<file path="src/rtl/seq_det_pkg.sv">
// ============================================================================
// Module   : seq_det_pkg
// Brief    : Shared constants and types for the serial sequence detector.
// Revision : 1.0
// ============================================================================
`default_nettype none

package seq_det_pkg;

  localparam int                             DEFAULT_PATTERN_LEN = 3;
  localparam logic [DEFAULT_PATTERN_LEN-1:0] DEFAULT_PATTERN     = 3'b101;
  localparam int                             MATCH_CNT_W         = 16;

  typedef logic [MATCH_CNT_W-1:0] match_cnt_t;

  localparam match_cnt_t MATCH_CNT_MAX = '1;

endpackage : seq_det_pkg

`default_nettype wire

</file>
<file path="src/rtl/seq_det_history.sv">
// ============================================================================
// Module   : seq_det_history
// Brief    : Bit history shift register with saturating fill count.
// Revision : 1.0
// ============================================================================
`default_nettype none

module seq_det_history
  import seq_det_pkg::*;
#(
  parameter int PATTERN_LEN = DEFAULT_PATTERN_LEN
) (
  input  logic                   clk,
  input  logic                   reset,
  input  logic                   in_bit_i,
  input  logic                   restart_i,
  output logic [PATTERN_LEN-1:0] candidate_o,
  output logic                   valid_o
);

  localparam int                HIST_W   = PATTERN_LEN - 1;
  localparam int                FILL_W   = $clog2(PATTERN_LEN);
  localparam logic [FILL_W-1:0] FILL_MAX = FILL_W'(PATTERN_LEN - 1);

  logic [HIST_W-1:0] hist_q, hist_d;
  logic [FILL_W-1:0] fill_q, fill_d;

  assign candidate_o = {hist_q, in_bit_i};
  assign valid_o     = (fill_q == FILL_MAX);

  // The shift continues after a restart; only the fill count marks it stale.
  always_comb begin
    hist_d = candidate_o[HIST_W-1:0];
    fill_d = fill_q;
    if (restart_i) begin
      fill_d = '0;
    end else if (fill_q != FILL_MAX) begin
      fill_d = fill_q + 1'b1;
    end
  end

  always_ff @(posedge clk) begin
    if (reset) begin
      hist_q <= '0;
      fill_q <= '0;
    end else begin
      hist_q <= hist_d;
      fill_q <= fill_d;
    end
  end

endmodule : seq_det_history

`default_nettype wire

</file>
<file path="src/rtl/sequence_detector.sv">
// ============================================================================
// Module   : sequence_detector
// Brief    : Serial pattern detector with registered match pulse.
//            Optional SEQ_DET_MATCH_COUNT_EN adds a saturating match counter.
// Revision : 1.0
// ============================================================================
`default_nettype none

module sequence_detector
  import seq_det_pkg::*;
#(
  parameter int                     PATTERN_LEN = DEFAULT_PATTERN_LEN,
  parameter logic [PATTERN_LEN-1:0] PATTERN     = PATTERN_LEN'(DEFAULT_PATTERN),
  parameter bit                     OVERLAP     = 1'b1
) (
  input  logic       clk,
  input  logic       reset,
  input  logic       in_bit,
  output logic       found
`ifdef SEQ_DET_MATCH_COUNT_EN
  ,
  output match_cnt_t match_count
`endif
);

  if (PATTERN_LEN < 2 || PATTERN_LEN > 32) begin : g_bad_len
    $fatal(1, "sequence_detector: PATTERN_LEN must be within 2..32");
  end

  logic [PATTERN_LEN-1:0] candidate_w;
  logic                   valid_w;
  logic                   match_w;
  logic                   restart_w;
  logic                   found_q;

  assign match_w   = valid_w && (candidate_w == PATTERN);
  assign restart_w = !OVERLAP && match_w;

  seq_det_history #(
    .PATTERN_LEN (PATTERN_LEN)
  ) u_history (
    .clk         (clk),
    .reset       (reset),
    .in_bit_i    (in_bit),
    .restart_i   (restart_w),
    .candidate_o (candidate_w),
    .valid_o     (valid_w)
  );

  always_ff @(posedge clk) begin
    if (reset) begin
      found_q <= 1'b0;
    end else begin
      found_q <= match_w;
    end
  end

  assign found = found_q;

`ifdef SEQ_DET_MATCH_COUNT_EN
  match_cnt_t match_count_q;

  always_ff @(posedge clk) begin
    if (reset) begin
      match_count_q <= '0;
    end else if (match_w && (match_count_q != MATCH_CNT_MAX)) begin
      match_count_q <= match_count_q + 1'b1;
    end
  end

  assign match_count = match_count_q;
`endif

endmodule : sequence_detector

`default_nettype wire

</file>
<file path="config.mk">
export PLATFORM = sky130hd
export DESIGN_NAME = sequence_detector
export DESIGN_NICKNAME = d
export VERILOG_FILES = /design/src/rtl/seq_det_pkg.sv /design/src/rtl/seq_det_history.sv /design/src/rtl/sequence_detector.sv
export SDC_FILE = /design/constraint.sdc
export NUM_CORES = 1
export LEC_CHECK = 0
export ABC_AREA = 1
export BUFFER_PORTS_ARGS = -buffer_cell sky130_fd_sc_hd__buf_2
export CAP_MARGIN = 0
export CELL_PAD_IN_SITES_DETAIL_PLACEMENT = 0
export CELL_PAD_IN_SITES_GLOBAL_PLACEMENT = 1
export CORE_AREA = 3 3 40 42
export CTS_CLUSTER_SIZE = 24
export DETAILED_ROUTE_END_ITERATION = 16
export DIE_AREA = 0 0 43 45
export GPL_TIMING_DRIVEN = 0
export MAX_ROUTING_LAYER = met4
export PLACE_DENSITY_LB_ADDON = 0.1
export REMOVE_ABC_BUFFERS = 1
export SYNTH_ARGS = -nofsm -noshare
export SYNTH_HDL_FRONTEND = slang
export SYNTH_SLANG_ARGS = --single-unit
</file>
<file path="constraint.sdc">
create_clock -name clk -period 0.8 [get_ports clk]
set_input_delay 0.16 -clock clk [delete_from_list [all_inputs] [get_ports clk]]
set_output_delay 0.16 -clock clk [all_outputs]
set_load 0.005 [all_outputs]
</file>
==> results of run 1 <==
-- final timing paths --
path	cells past startpoint	startpoint	end
hold / removal	2	reset	u_history.hist_q[1]
hold reg to reg	2	u_history.hist_q[0]	u_history.hist_q[1]
setup / recovery	5	u_history.fill_q[0]	u_history.fill_q[1]
setup reg to reg	5	u_history.fill_q[0]	u_history.fill_q[1]
-- cells in the mapped netlist --
cell type / instances
dfxtp_1: 5
nand3_1: 1
nand2_1: 5
nor2_1: 6
inv_1: 4
inv_2: 1
ha_1: 1
-- sequential cells by signal (all words and copies together), names as in the netlist --
name              cells
u_history.fill_q      2
u_history.hist_q      2
found                 1
-- cell usage in the layout, fill, tap and decap left out --
cell and instances:
buf_2 3, clkbuf_1 1, clkbuf_4 3, dfxtp_1 3
dfxtp_2 2, ha_4 1, inv_1 3, inv_2 2
nand2_1 4, nand2_2 1, nand3_1 1, nor2_1 6
-- power breakdown --
| part | leakage [nW] | internal [W] | switching [W] |
|---|---|---|---|
| logic | 0.0696 | 0.000102 | 0.000107 |
| clock network | 0.0150 | 0.000188 | 0.0000966 |
| registers | 0.0418 | 0.000300 | 0.0000249 |
| total | 0.126 | 0.000590 | 0.000228 |
-- routing by layer --
layer	track usage (%)	vias up	wire, µm
met3	3.984	0	24
met4	3.614	0	0
met5	-	-	0
met2	4.790	3	137
li1	-	81	-
met1	3.614	60	141
-- kinds of logic after synthesis --
logic type / after synthesis
buffers and inverters: 5
AND/OR/NAND/NOR: 12
adder cells (fa/ha/maj): 1
flip-flops: 5
-- through the flow --
step                      setup WS (ps)  util [%]  total power (W)  std cells
final                            -30.61     19.86        0.0008183         45
after global routing             -88.14     19.86        0.0008907         45
after floorplan                  -46.18         -        0.0004305         23
after CTS                        -32.66     19.57        0.0007970         45
after global placement           -98.56     16.46        0.0004555         41
after detailed placement         -104.6     16.46        0.0004594         41
-- repair_timing --
action | 4_1_cts | 5_1_grt
pin swaps | 3 | 2
endpoints found under the setup margin | 4 | 4
cloned | 0 | 0
resized for setup | 4 | 2
-- final cells by class --
class	count	share of cell area, %
multi-input combinational	13	28.92
timing repair buffer	3	5.882
sequential	5	40.20
clock buffer	4	10.29
inverter	5	7.353
tap	15	7.353
==> results.yml, run 1 <==
setup_path:
  worstPathRequired_ps: 930
  path_buf_inv: 1
  end_kind: "register"
  crit_path_max_incr_delay_ps: 310
  cp-start-kind: "register"
  path_class: "register to register"
  crit_slowest_cell: "dfxtp_2"
  worstPathArrival_ps: 960
  cp_cell_sequence: "inv_2, ha_4, nand2_2, nand2_1, nor2_1"
  reg2reg_slack_ps: -30
  path_max_fanout: 3
  path_delay_family: "flip-flops"
global_route:
  grt_start_max_net_pins: 5
  overflow: 0
  grt_pass1_wl_um: 483
  antenna_found_initial: 0
  grt_pass1_vias: 142
  gr-usage-all-layers_pct: 4.031
clock_tree:
  htreeDepth: 1
  cts_root_buf: "clkbuf_4"
  clock_latency_ps: 240
  post_cts.repair.setup_buffers: 0
  cts_buffer_depth: 2
  cts_tree: "done"
  path_clk_slew_ps: 40
  hold_buffers: 0
  cts.sinks: 5
  cts_buffers: 3
final_layout:
  fillers: 150
  regArea_um2: 102.6
  fin_area_um2: 255.2
  drive_gt1_share_pct: 40.00
  multi_input_area_um2: 73.82
  antenna_cells: 0
  fin_nets: 35
  syn2layout_area_growth_pct: 43.66
synthesis:
  synth_top_cell_by_area: "dfxtp_1"
  synthCells: 23
  synthAdderAreaFrac_pct: 7.042
  synth_area_leaders: "dfxtp_1 (56%), nor2_1 (13%), nand2_1 (11%)"
  synth_mux_area_share_pct: 0
  ys_seq_area_share_pct: 56.34
  synth_xor_area_share_pct: 0
  synth-seq-cells: 5
  synth_top_cell_area_share_pct: 56.34
  yosysWarnings: 0
  synthesis.area_um2: 177.7
  synth_cell_types: 7
  synthSimpleGateAreaFrac_pct: 26.06
  syn_area_per_cell_um2: 7.725
  synth-compound-area-share_pct: 0
  synth_top_family_by_area: "simple AND/OR/NAND/NOR gates"
timing:
  fin_ws_ps: -30.61
  finalCritPeriodShare_pct: 103.8
  finalClockSkew_ps: 1.693
  finalHoldViolations: 0
  clock.fmax_mhz: 1204
  finalSetupViolations: 1
  hold_ws_ps: 96.06
  min_period_ps: 830.6
  relSlewSlack_pct: 94.01
  rsz0062_at_grt: "true"
  setup_tns_ps: -30.61
  slew_viol_final: 0
  tightest_slew_ps: 89.82
placement:
  hpwlAfterDp_um: 241
  dpl_cell_area_um2: 211.5
  port_buffers: 3
  gp_congestion: 0.7122
routing:
  drt-vias-per-instance: 3.200
  dr.first_iter.drc_count: 1
  drc_errors: 0
  drtPass1Iterations: 2
  vias: 144
  wl_per_cell_um: 6.711
  antenna_left: 0
  routed_wl_um: 302
floorplan:
  io_pins: 4
  chipHeight_um: 45
  fp-row-count: 13
  die_area_um2: 1935
  start_util_pct: 13.83
  core_area_um2: 1285
  die_w_um: 43
power_and_ir_drop:
  leakage_nw: 0.1263
  vdd_drop_max_uv: 989.1
  power_density_nw_per_um2: 3206
hold_path:
  min_path_type: "primary input to register"
run_status:
  outcome: "finished with violations"
  violations: "negative setup slack"
run:
  max-cap-violations: 0
Power figures use the tool's default switching activity.
==> inputs of run 2 (changes only) <==
- ABC_AREA: 1 -> not set
==> run 2 against run 1 <==
Compared with the run above: the flow still finishes with violations (negative setup slack); area after synthesis is 1.4% lower; critical path depth is 1 lower; total power is 13% higher; wire length is 3.6% lower; via count is 14% lower; largest power group unchanged.
==> results.yml, run 2 <==
setup_path:
  reg2reg_from: "u_history.fill_q[0]"
  worstPathArrival_ps: 1120
  regToRegEndpoint: "u_history.fill_q[1]"
  end_kind: "register"
  path_class: "register to register"
  reg2reg_slack_ps: -150
  path_max_fanout: 2
  rr_worst_depth: 4
  cp-start-kind: "register"
  worstPathRequired_ps: 970
floorplan:
  fp-row-count: 13
  chipHeight_um: 45
  start_util_pct: 13.63
  die_area_um2: 1935
  core_area_um2: 1285
  die_w_um: 43
  io_pins: 4
synthesis:
  ys.flop_type: "dfxtp_1"
  ys_seq_area_share_pct: 57.14
  synthesis.area_um2: 175.2
  synth_enable_flop_cells: 0
  synth_area_leaders: "dfxtp_1 (57%), ha_1 (7.1%), and4b_2 (6.4%)"
  syn_area_per_cell_um2: 11.68
  synth-seq-cells: 5
  yosysWarnings: 0
  synth_most_common_cell: "dfxtp_1"
  synthArstFlopShare_pct: 0
  synth_top_cell_area_share_pct: 57.14
  synth_cell_types: 11
  synthCells: 15
  synth_top_cell_by_area: "dfxtp_1"
timing:
  clock.fmax_mhz: 1056
  min_period_ps: 947.1
  rsz0062_at_grt: "true"
  hold_ws_ps: 124.4
  finalCritPeriodShare_pct: 118.4
  fin_ws_ps: -147.1
  finalClockSkew_ps: 2.221
  slew_viol_final: 0
  finalSetupViolations: 3
  relSlewSlack_pct: 91.96
  tightest_slew_ps: 120.1
  finalHoldViolations: 0
placement:
  port_buffers: 3
  gp_congestion: 0.5761
  dp.cells: 33
power_and_ir_drop:
  swShare_pct: 28.09
  clockPowerShare_pct: 31.6
  power_density_nw_per_um2: 3576
  power_frac_seq_pct: 39.4
  p_int_w: 0.0006627
  vdd_drop_max_uv: 1102
  combPwrFrac_pct: 29.1
  p_sw_w: 0.0002589
  leakage_nw: 0.1137
hold_path:
  holdPathEnd: "u_history.fill_q[1]"
  hp-start: "reset"
  min_path_type: "primary input to register"
  min_path_cells: 2
clock_tree:
  cts_root_buf: "clkbuf_4"
  htreeDepth: 1
  clock_latency_ps: 240
  cts_buffers: 3
  cts_tree: "done"
  hold_buffers: 0
  cts_buffer_depth: 2
  cts.sinks: 5
  path_clk_slew_ps: 40
final_layout:
  fin_nets: 28
  antenna_cells: 0
  drive_gt1_share_pct: 60.87
  mostFrequentLayoutCells: "clkbuf_4 (3), dfxtp_1 (3), buf_2 (3)"
  final_cells: 38
  syn2layout_area_growth_pct: 47.14
global_route:
  gr-usage-all-layers_pct: 4.471
  antenna_found_initial: 0
  overflow: 0
  grt_pass1_wl_um: 462
  grt_start_max_net_pins: 5
  grt_pass1_vias: 100
routing:
  vias: 124
  drt-vias-per-instance: 3.263
  drc_errors: 0
  dr.first_iter.drc_count: 0
  routed_wl_um: 291
  drtPass1Iterations: 1
  wl_per_cell_um: 7.658
  antenna_left: 0
run_status:
  outcome: "finished with violations"
  violations: "negative setup slack"
run:
  max-cap-violations: 0
-- run 2: cell types whose count changed in the layout (fill, tap and decap cells not counted), sizes merged --
cell / change
nor2: -5
inv: -4
nand2: -4
a21oi: +1
and2b: +1
and4b: +1
buf: +1
nand3: -1
nor2b: +1
or2: +1
xor2: +1
-- run 2: logic make-up (layout without fill, tap and decap cells) --
kind of cell	Yosys count	after routing	share of synthesized area [%]
AND/OR/NAND/NOR	6	6	23.57
flip-flops	5	5	57.15
adder cells (fa/ha/maj)	1	1	7.142
AO/OA/AOI/OAI	1	1	5.001
XOR/XNOR	1	1	5.001
buffers and inverters	1	9	2.141
-- run 2: metal layers --
metal	vias to the layer above	global-route usage, %	part of all wire, %
met1	53	4.126	49
met2	6	3.293	39
met4	0	9.036	4.5
met3	2	3.586	7.6
met5	-	-	0
li1	63	-	-
-- run 2: how the worst max path moves through the flow --
stage | from | slack [ps] | endpoint | cells after the start
global route | u_history.fill_q[0] | -170 | u_history.fill_q[1] | 4
detailed placement | u_history.fill_q[0] | -260 | u_history.fill_q[1] | 4
global placement | u_history.fill_q[0] | -250 | u_history.fill_q[1] | 4
CTS | u_history.fill_q[0] | -170 | u_history.fill_q[1] | 4
floorplan | u_history.fill_q[0] | -220 | u_history.fill_q[1] | 4
finish | u_history.fill_q[0] | -150 | u_history.fill_q[1] | 4
-- run 2: power by group through the flow --
stage	Clock [W]	Sequential (W)	Combinational, W
final	0.000291	0.000363	0.000268
after global routing	0.000335	0.000368	0.000308
after CTS	0.000312	0.000361	0.000264
after detailed placement	0	0.000339	0.000185
after global placement	0	0.000337	0.000180
after floorplan	0	0.000334	0.000154
-- run 2: what timing repair did --
action                                  4_1_cts  5_1_grt
endpoints found under the setup margin        4        4
resized for setup                             4        0
setup buffers                                 1        0
hold endpoints to repair                      0        0
pin swaps                                     4        2
-- run 2: final cells by class --
class,count,area [µm²]
sequential,5,102.6
fill,142,1027
tap,15,18.77
inverter,1,3.754
clock buffer,4,26.28
timing repair buffer,4,22.52
multi-input combinational,9,83.83
-- run 2: worst max-delay path, stage by stage (launching register included) --
cell,delay [ps]
dfxtp_2,330
inv_2,40
ha_4,190
or2_1,210
a21oi_2,100
-- run 2: per-stage QoR --
| step | utilization (%) | instance area (µm²) | power, W | setup TNS, ps | setup slack (ps) |
|---|---|---|---|---|---|
| floorplan | - | 175.2 | 0.0004879 | -401.0 | -215.2 |
| global placement | 16.26 | 209.0 | 0.0005173 | -534.0 | -249.1 |
| detailed placement | 16.26 | 209.0 | 0.0005238 | -555.7 | -255.4 |
| CTS | 20.06 | 257.7 | 0.0009361 | -232.7 | -166.7 |
| global route | 20.06 | 257.7 | 0.001011 | -344.1 | -174.1 |
| finish | 20.06 | 257.7 | 0.0009216 | -210.6 | -147.1 |
==> inputs of run 3 (changes only) <==
- ABC_CLOCK_PERIOD_IN_PS: not set -> 900
- clock period: 0.8 -> 0.9 ns (I/O delays scaled with it)
==> run 3 against run 2 <==
Compared with the run above: the run still ends with negative setup slack left; core utilization did not move; cell count did not move; die area is the same; via count down 1.6%; register-to-register slack improved by 98 ps; flip-flop and latch count stayed put; combinational power is 12% lower; first-iteration DRC count unchanged; global-route usage did not move; clock power is 9.6% lower; maximum frequency shrank 0.19%; critical path type unchanged; highest routed layer unchanged.
==> results.yml, run 3 (synthesized netlist as in run 2, its figures left out) <==
routing:
  antenna_left: 0
  wl_met2_um: 111
  vias: 122
  highest_layer: "met4"
  routed_wl_um: 290
  drt-vias-per-instance: 3.211
  wl_met3_um: 22
  dr.first_iter.drc_count: 0
  drc_errors: 0
  wl_met1_um: 143
  drtPass1Iterations: 1
  wl_per_cell_um: 7.632
floorplan:
  die_w_um: 43
  core_area_um2: 1285
  start_util_pct: 13.63
  io_pins: 4
  die_area_um2: 1935
  fp-row-count: 13
  chipHeight_um: 45
final_layout:
  fillers: 142
  fin_area_um2: 257.7
  drive_gt1_share_pct: 60.87
  fin_nets: 28
  mostFrequentLayoutCells: "clkbuf_4 (3), dfxtp_1 (3), buf_2 (3)"
  final_cells: 38
  final_util_pct: 20.06
  antenna_cells: 0
  syn2layout_area_growth_pct: 47.14
clock_tree:
  cts_root_buf: "clkbuf_4"
  cts_buffers: 3
  cts_tree: "done"
  path_clk_slew_ps: 50
  clock_latency_ps: 240
  cts.sinks: 5
  cts_buffer_depth: 2
  htreeDepth: 1
setup_path:
  cp-start-kind: "register"
  path_class: "register to register"
  regToRegEndpoint: "u_history.fill_q[1]"
  worstPathArrival_ps: 1130
  reg2reg_slack_ps: -50
  reg2reg_from: "u_history.fill_q[0]"
  worstPathRequired_ps: 1080
  path_max_fanout: 2
  end_kind: "register"
  rr_worst_depth: 4
hold_path:
  min_path_type: "primary input to register"
  holdPathEnd: "u_history.fill_q[1]"
  hp-start: "reset"
  min_path_cells: 2
power_and_ir_drop:
  vdd_drop_max_uv: 982.5
  leakage_nw: 0.1133
  power_density_nw_per_um2: 3189
timing:
  setup_tns_ps: -48.86
  relSlewSlack_pct: 91.91
  finalSetupViolations: 1
  fin_ws_ps: -48.86
  finalCritPeriodShare_pct: 105.4
  clock.fmax_mhz: 1054
  min_period_ps: 948.9
  finalHoldViolations: 0
  tightest_slew_ps: 121.0
  slew_viol_final: 0
  rsz0062_at_grt: "true"
  finalClockSkew_ps: 3.274
run_status:
  outcome: "finished with violations"
  violations: "negative setup slack"
placement:
  dpl_cell_area_um2: 209.0
  dp.cells: 33
  dp_slack_ps: -155.4
  gp_congestion: 0.5761
  port_buffers: 3
global_route:
  antenna_found_initial: 0
  grt_start_max_net_pins: 5
  overflow: 0
  grt_pass1_wl_um: 462
  gr-usage-all-layers_pct: 4.471
  grt_pass1_vias: 100
run:
  max-cap-violations: 0
run 3: cell counts in the layout (fill, tap and decap cells not counted):
No cell type changed its count.
run 3: metrics by stage:
stage | hold WS [ps] | power (W)
6_report | 139.9 | 0.0008219
5_1_grt | 131.0 | 0.0008979
4_1_cts | 135.3 | 0.0008322
3_5_place_dp | 402.0 | 0.0004656
3_3_place_gp | 401.3 | 0.0004598
2_1_floorplan | 242.4 | 0.0004337
run 3: final cells by class:
class                   instances  area [µm²]  area share (%)
repair buffers                  4       22.52           8.738
inverters                       1       3.754           1.456
multi-input cells               9       83.83           32.52
flip-flops and latches          5       102.6           39.81
clock buffers                   4       26.28           10.19
well taps                      15       18.77           7.282
run 3: critical path, cell delays in order (launching register included):
cell	delay, ps
dfxtp_2	330
inv_2	40
ha_4	190
or2_1	210
a21oi_2	110
run 3: repair_timing:
| action | CTS | global route |
|---|---|---|
| setup endpoints to repair | 3 | 1 |
| cloned | 0 | 0 |
| hold buffers | 0 | 0 |
| pin swaps | 3 | 1 |
| resized for setup | 4 | 0 |
| setup buffers | 1 | 0 |
run 3: per-layer routing:
metal | up-vias | GRT usage [%]
li1 | 63 | -
met1 | 51 | 4.126
met2 | 6 | 3.293
met3 | 2 | 3.586
met4 | 0 | 9.036
met5 | - | -
run 3: power by group:
part	switching, W	total [W]	internal (W)
Sequential	0.0000400	0.000322	0.000282
Clock	0.0000947	0.000263	0.000168
Combinational	0.0000988	0.000237	0.000138
Total	0.000234	0.000822	0.000588
run 3: how the worst max path moves through the flow:
stage                   startpoint             endpoint  slack, ps  cells past startpoint
6_report       u_history.fill_q[0]  u_history.fill_q[1]        -50                      4
5_1_grt        u_history.fill_q[0]  u_history.fill_q[1]        -70                      4
3_3_place_gp   u_history.fill_q[0]  u_history.fill_q[1]       -150                      4
4_1_cts        u_history.fill_q[0]  u_history.fill_q[1]        -70                      4
2_1_floorplan  u_history.fill_q[0]  u_history.fill_q[1]       -120                      4
3_5_place_dp   u_history.fill_q[0]  u_history.fill_q[1]       -160                      4
